$ cat src/rtl/jtag_dr_bank.sv
// JTAG data-register bank: bypass, user DR with update latch, optional IDCODE.
// Define JTAG_DR_BANK_IDCODE_EN to build the IDCODE register and SEL=10 decode.
module jtag_dr_bank #(
    parameter int          DR_W       = 8,
    parameter logic [31:0] IDCODE_VAL = 32'h1000_0001
) (
    input  logic            TCK,
    input  logic            RST,
    input  logic            TDI,
    input  logic            CAPTURE,
    input  logic            SHIFT,
    input  logic            UPDATE,
    input  logic [1:0]      SEL,
    input  logic [DR_W-1:0] PI,
    output logic [DR_W-1:0] PO,
    output logic            TDO,
    output logic [7:0]      SHIFT_CNT
);

    if (DR_W < 2 || DR_W > 64) begin : g_bad_width
        $error("jtag_dr_bank: DR_W out of range");
    end
    if (IDCODE_VAL[0] != 1'b1) begin : g_bad_idcode
        $error("jtag_dr_bank: IDCODE_VAL bit 0 must be 1");
    end

    logic            r_bypass;
    logic [DR_W-1:0] r_user;
    logic [DR_W-1:0] r_po;
    logic [7:0]      r_cnt;

    logic w_sel_user;
    logic w_sel_id;
    logic w_sel_byp;
    logic w_tdo;

    assign w_sel_user = (SEL == 2'b01);
`ifdef JTAG_DR_BANK_IDCODE_EN
    assign w_sel_id   = (SEL == 2'b10);
`else
    assign w_sel_id   = 1'b0;
`endif
    assign w_sel_byp  = !w_sel_user && !w_sel_id;

`ifdef JTAG_DR_BANK_IDCODE_EN
    logic [31:0] r_idcode;

    always_ff @(posedge TCK or posedge RST) begin
        if (RST) begin
            r_idcode <= IDCODE_VAL;
        end else if (CAPTURE) begin
            if (w_sel_id) r_idcode <= IDCODE_VAL;
        end else if (SHIFT) begin
            if (w_sel_id) r_idcode <= {TDI, r_idcode[31:1]};
        end
    end
`endif

    // Strobe priority: CAPTURE, then SHIFT, then UPDATE.
    always_ff @(posedge TCK or posedge RST) begin
        if (RST) begin
            r_bypass <= 1'b0;
            r_user   <= '0;
            r_po     <= '0;
            r_cnt    <= 8'd0;
        end else if (CAPTURE) begin
            r_cnt <= 8'd0;
            if (w_sel_byp)  r_bypass <= 1'b0;
            if (w_sel_user) r_user   <= PI;
        end else if (SHIFT) begin
            if (r_cnt != 8'hFF) r_cnt <= r_cnt + 8'd1;
            if (w_sel_byp)  r_bypass <= TDI;
            if (w_sel_user) r_user   <= {TDI, r_user[DR_W-1:1]};
        end else if (UPDATE) begin
            if (w_sel_user) r_po <= r_user;
        end
    end

    always_comb begin
        w_tdo = r_bypass;
        unique case (1'b1)
            w_sel_user: w_tdo = r_user[0];
`ifdef JTAG_DR_BANK_IDCODE_EN
            w_sel_id:   w_tdo = r_idcode[0];
`endif
            default:    w_tdo = r_bypass;
        endcase
    end

    assign TDO       = w_tdo;
    assign PO        = r_po;
    assign SHIFT_CNT = r_cnt;

endmodule
$ cat config.mk
export PLATFORM = sky130hd
export DESIGN_NAME = jtag_dr_bank
export DESIGN_NICKNAME = d
export VERILOG_FILES = /design/src/rtl/jtag_dr_bank.sv
export SDC_FILE = /design/constraint.sdc
export NUM_CORES = 1
export LEC_CHECK = 0
export CAP_MARGIN = 0
export CORE_MARGIN = 5
export CORE_UTILIZATION = 40
export DETAILED_ROUTE_END_ITERATION = 6
export HOLD_SLACK_MARGIN = 0.12
export PLACE_DENSITY = 0.79
export SYNTH_ARGS = -nofsm -noshare
export SYNTH_HDL_FRONTEND = slang
export SYNTH_SLANG_ARGS = --single-unit
$ cat constraint.sdc
create_clock -name TCK -period 1.5 [get_ports TCK]
set_input_delay 0.15 -clock TCK [delete_from_list [all_inputs] [get_ports TCK]]
set_output_delay 0.15 -clock TCK [all_outputs]
set_load 0.01 [all_outputs]
==> results.cfg <==
[setup_path]
critPathCapture = SHIFT_CNT[5]$_DFFE_PP0P_
cp.depth = 3
rr_worst_depth = 3
worst-setup-path-type = flip-flop to flip-flop
crit_start = SHIFT_CNT[7]$_DFFE_PP0P_
cpPeakStageDelay_ns = 0.44
path_max_fanout = 5
rrSetupSlack_ns = 0.04
path_delay_family = flip-flops
arrival_ns = 1.67
crit_chain = and4_1 -> a211oi_4 -> mux2_2
endpoint_kind = flip-flop
r2r_end = SHIFT_CNT[5]$_DFFE_PP0P_
cp.required_ns = 1.72
start_kind = flip-flop
rr_startpoint = SHIFT_CNT[7]$_DFFE_PP0P_
critPathSlowestCell = dfrtp_1
critPathBufInv = 0

[grt]
grt_util_all_layers_pct = 14.5
grt_pass1_wl_um = 4800
grt_max_degree = 26
grt_pass1_vias = 1064
grt.busiest_layer = met2
grt_use_met3_pct = 4.44
antenna_found_initial = 0
grt-ovfl-total = 0
met2_usage_pct = 23.8
grt_util_met1_pct = 17.2

[synthesis]
synth_cell_types = 27
syn_nets = 116
ys_seq_area_share_pct = 50.7
yosysWarnings = 0
syn_area_sq_um = 1230
syn_avg_cell_area_sq_um = 12.5
yosys_register_bits = 25
synthCells = 99

[final_layout]
final_nets = 167
multi_input_area_sq_um = 613
final_cell_area_sq_um = 1750
final_cell_mix = mux2_2 (26), clkdlybuf4s50_1 (26), dfrtp_1 (24)
fillers = 256
syn2layout_area_growth_pct = 41.5
layout.area.seq_sq_um = 627
antenna_cells = 0
drive_gt1_share_pct = 36.2

[timing]
setup_viol = 0
hold_viol = 0
rsz0062_at_grt = yes
post-route-period-util_pct = 97.1
clock_skew_ns = 0.00366
slew_headroom_pct = 78.2
tightest_slew_ns = 0.327
setup_tns_ns = 0
timing.fmax_mhz = 687
period_needed_ns = 1.46
slew_viol_final = 0

[pwr]
internal_power_mw = 1.30
pwr-share-clk_pct = 16.8
p_comb_share_pct = 31.0
ir_drop_mv = 0.739
p_switching_mw = 0.488
power.share.switching_pct = 27.2
p_leak_nw = 0.794
seqPwrFrac_pct = 52.2
powerDensity_nw_per_um2 = 1030

[floorplan]
die_w_um = 65.6
coreArea_sq_um = 3000
start_util_pct = 41.1
die-area_sq_um = 4300
ios = 33
fp-row-count = 20
die-height_um = 65.6

[route]
wl_per_cell_um = 15.3
drc = 0
drt-pass1-iter-count = 4
drt-initial-drc-count = 38
wl_um = 2780
viasPerCell = 5.46
antenna_left = 0
num_vias = 993

[clock_network]
cts_hold_buf = 0
cts_made_buffers = 3
cts.sink_count = 25
cts-root-buf = clkbuf_4
cts_htree_levels = 1
ctsLongestPathBuffers = 2
clk_latency_ns = 0.32
tritoncts = built
cts.clk_slew.worst_paths_ns = 0.13

[place]
gp_routability_congestion = 0.835
io_buffer_count = 32
place_area_sq_um = 1680
dp_hpwl_um = 2090

[status]
status = complete, no violations

[flow_run]
max-cap-violations = 0

[min_path]
hp-class = input pin to async pin
## worst min path at each step
stage	startpoint	depth (start not counted)	endpoint	slack [ns]
after floorplan	RST	1	PO[0]$_DFFE_PP0P_	0.18
after global placement	r_bypass$_DFFE_PP0P_	2	r_bypass$_DFFE_PP0P_	0.48
after detailed placement	PO[3]$_DFFE_PP0P_	1	PO[3]$_DFFE_PP0P_	0.50
after CTS	RST	3	PO[1]$_DFFE_PP0P_	0.17
after global routing	RST	3	SHIFT_CNT[5]$_DFFE_PP0P_	0.19
final	RST	3	SHIFT_CNT[7]$_DFFE_PP0P_	0.16
## state kept, by name, summed over array words and instances, names as in the netlist
signal	flops
r_bypass	1
SHIFT_CNT	8
r_user	8
PO	8
## cells in the mapped netlist
library cell	n	share of area, %
dfrtp_1	25	51
a21oi_1	1	0.40
a311oi_1	1	0.71
nor2_1	4	1.2
a31oi_1	3	1.5
ha_1	1	1.0
nand4_1	1	0.51
nand2b_1	3	1.5
nor2b_1	5	2.5
mux2i_1	1	0.81
a211oi_2	1	1.0
a211oi_1	3	1.8
and4b_1	1	0.81
buf_2	2	0.81
and2_1	1	0.51
nand2_1	6	1.8
nor3_1	1	0.40
nor2_2	1	0.51
o21ai_0	1	0.40
nor2_4	1	0.91
mux2_2	26	24
and3b_1	1	0.71
inv_1	1	0.30
nand3_2	1	0.81
and3_1	3	1.5
and4_1	3	2.1
a21boi_2	1	0.91
## cell families after synthesis
| logic type | after synthesis | share of synthesized area, % |
|---|---|---|
| compound gates | 11 | 6.79 |
| simple gates | 32 | 15.9 |
| mux | 27 | 24.5 |
| fa+ha+maj | 1 | 1.01 |
| buf+inv | 3 | 1.11 |
| flops | 25 | 50.7 |
## metrics by stage
step | power [mW] | utilization [%] | hold WS (ns) | cells | worst slack (ns)
final | 1.79 | 58.2 | 0.163 | 182 | 0.0440
after floorplan | 1.19 | - | 0.177 | 99 | 0.0317
after global placement | 1.50 | 56.1 | 0.480 | 174 | -0.103
after global routing | 1.91 | 58.2 | 0.189 | 182 | -0.0156
after detailed placement | 1.51 | 56.1 | 0.495 | 174 | -0.157
after CTS | 1.81 | 57.1 | 0.170 | 179 | 0.0221
## cell type report
cell class,instances,area share [%]
inverter,1,0.215
tap,33,2.36
multi-input combinational,71,35.1
clock buffer,4,1.50
timing repair buffer,48,25.0
sequential,25,35.9
## power by group through the flow
| stage | logic (mW) | clock network, mW | registers, mW |
|---|---|---|---|
| detailed placement | 0.566 | 0 | 0.948 |
| floorplan | 0.226 | 0 | 0.968 |
| global route | 0.605 | 0.346 | 0.961 |
| global placement | 0.555 | 0 | 0.944 |
| CTS | 0.563 | 0.314 | 0.938 |
| finish | 0.555 | 0.302 | 0.935 |
## tightest hold or removal path, delay by kind of cell
family,cells,cell delay (ns)
buf+inv,3,0.75
## layer usage
| layer | share of wire [%] | wire, um |
|---|---|---|
| met3 | 6.5 | 181 |
| met5 | 0 | 0 |
| met1 | 41 | 1150 |
| met4 | 2.8 | 78 |
| met2 | 49 | 1380 |
## repair_timing
| item | CTS | global route |
|---|---|---|
| setup endpoints to repair | 7 | 3 |
| setup buffers | 1 | 3 |
| gates resized for setup | 7 | 2 |
No activity file was read; power rests on OpenSTA's default activity.
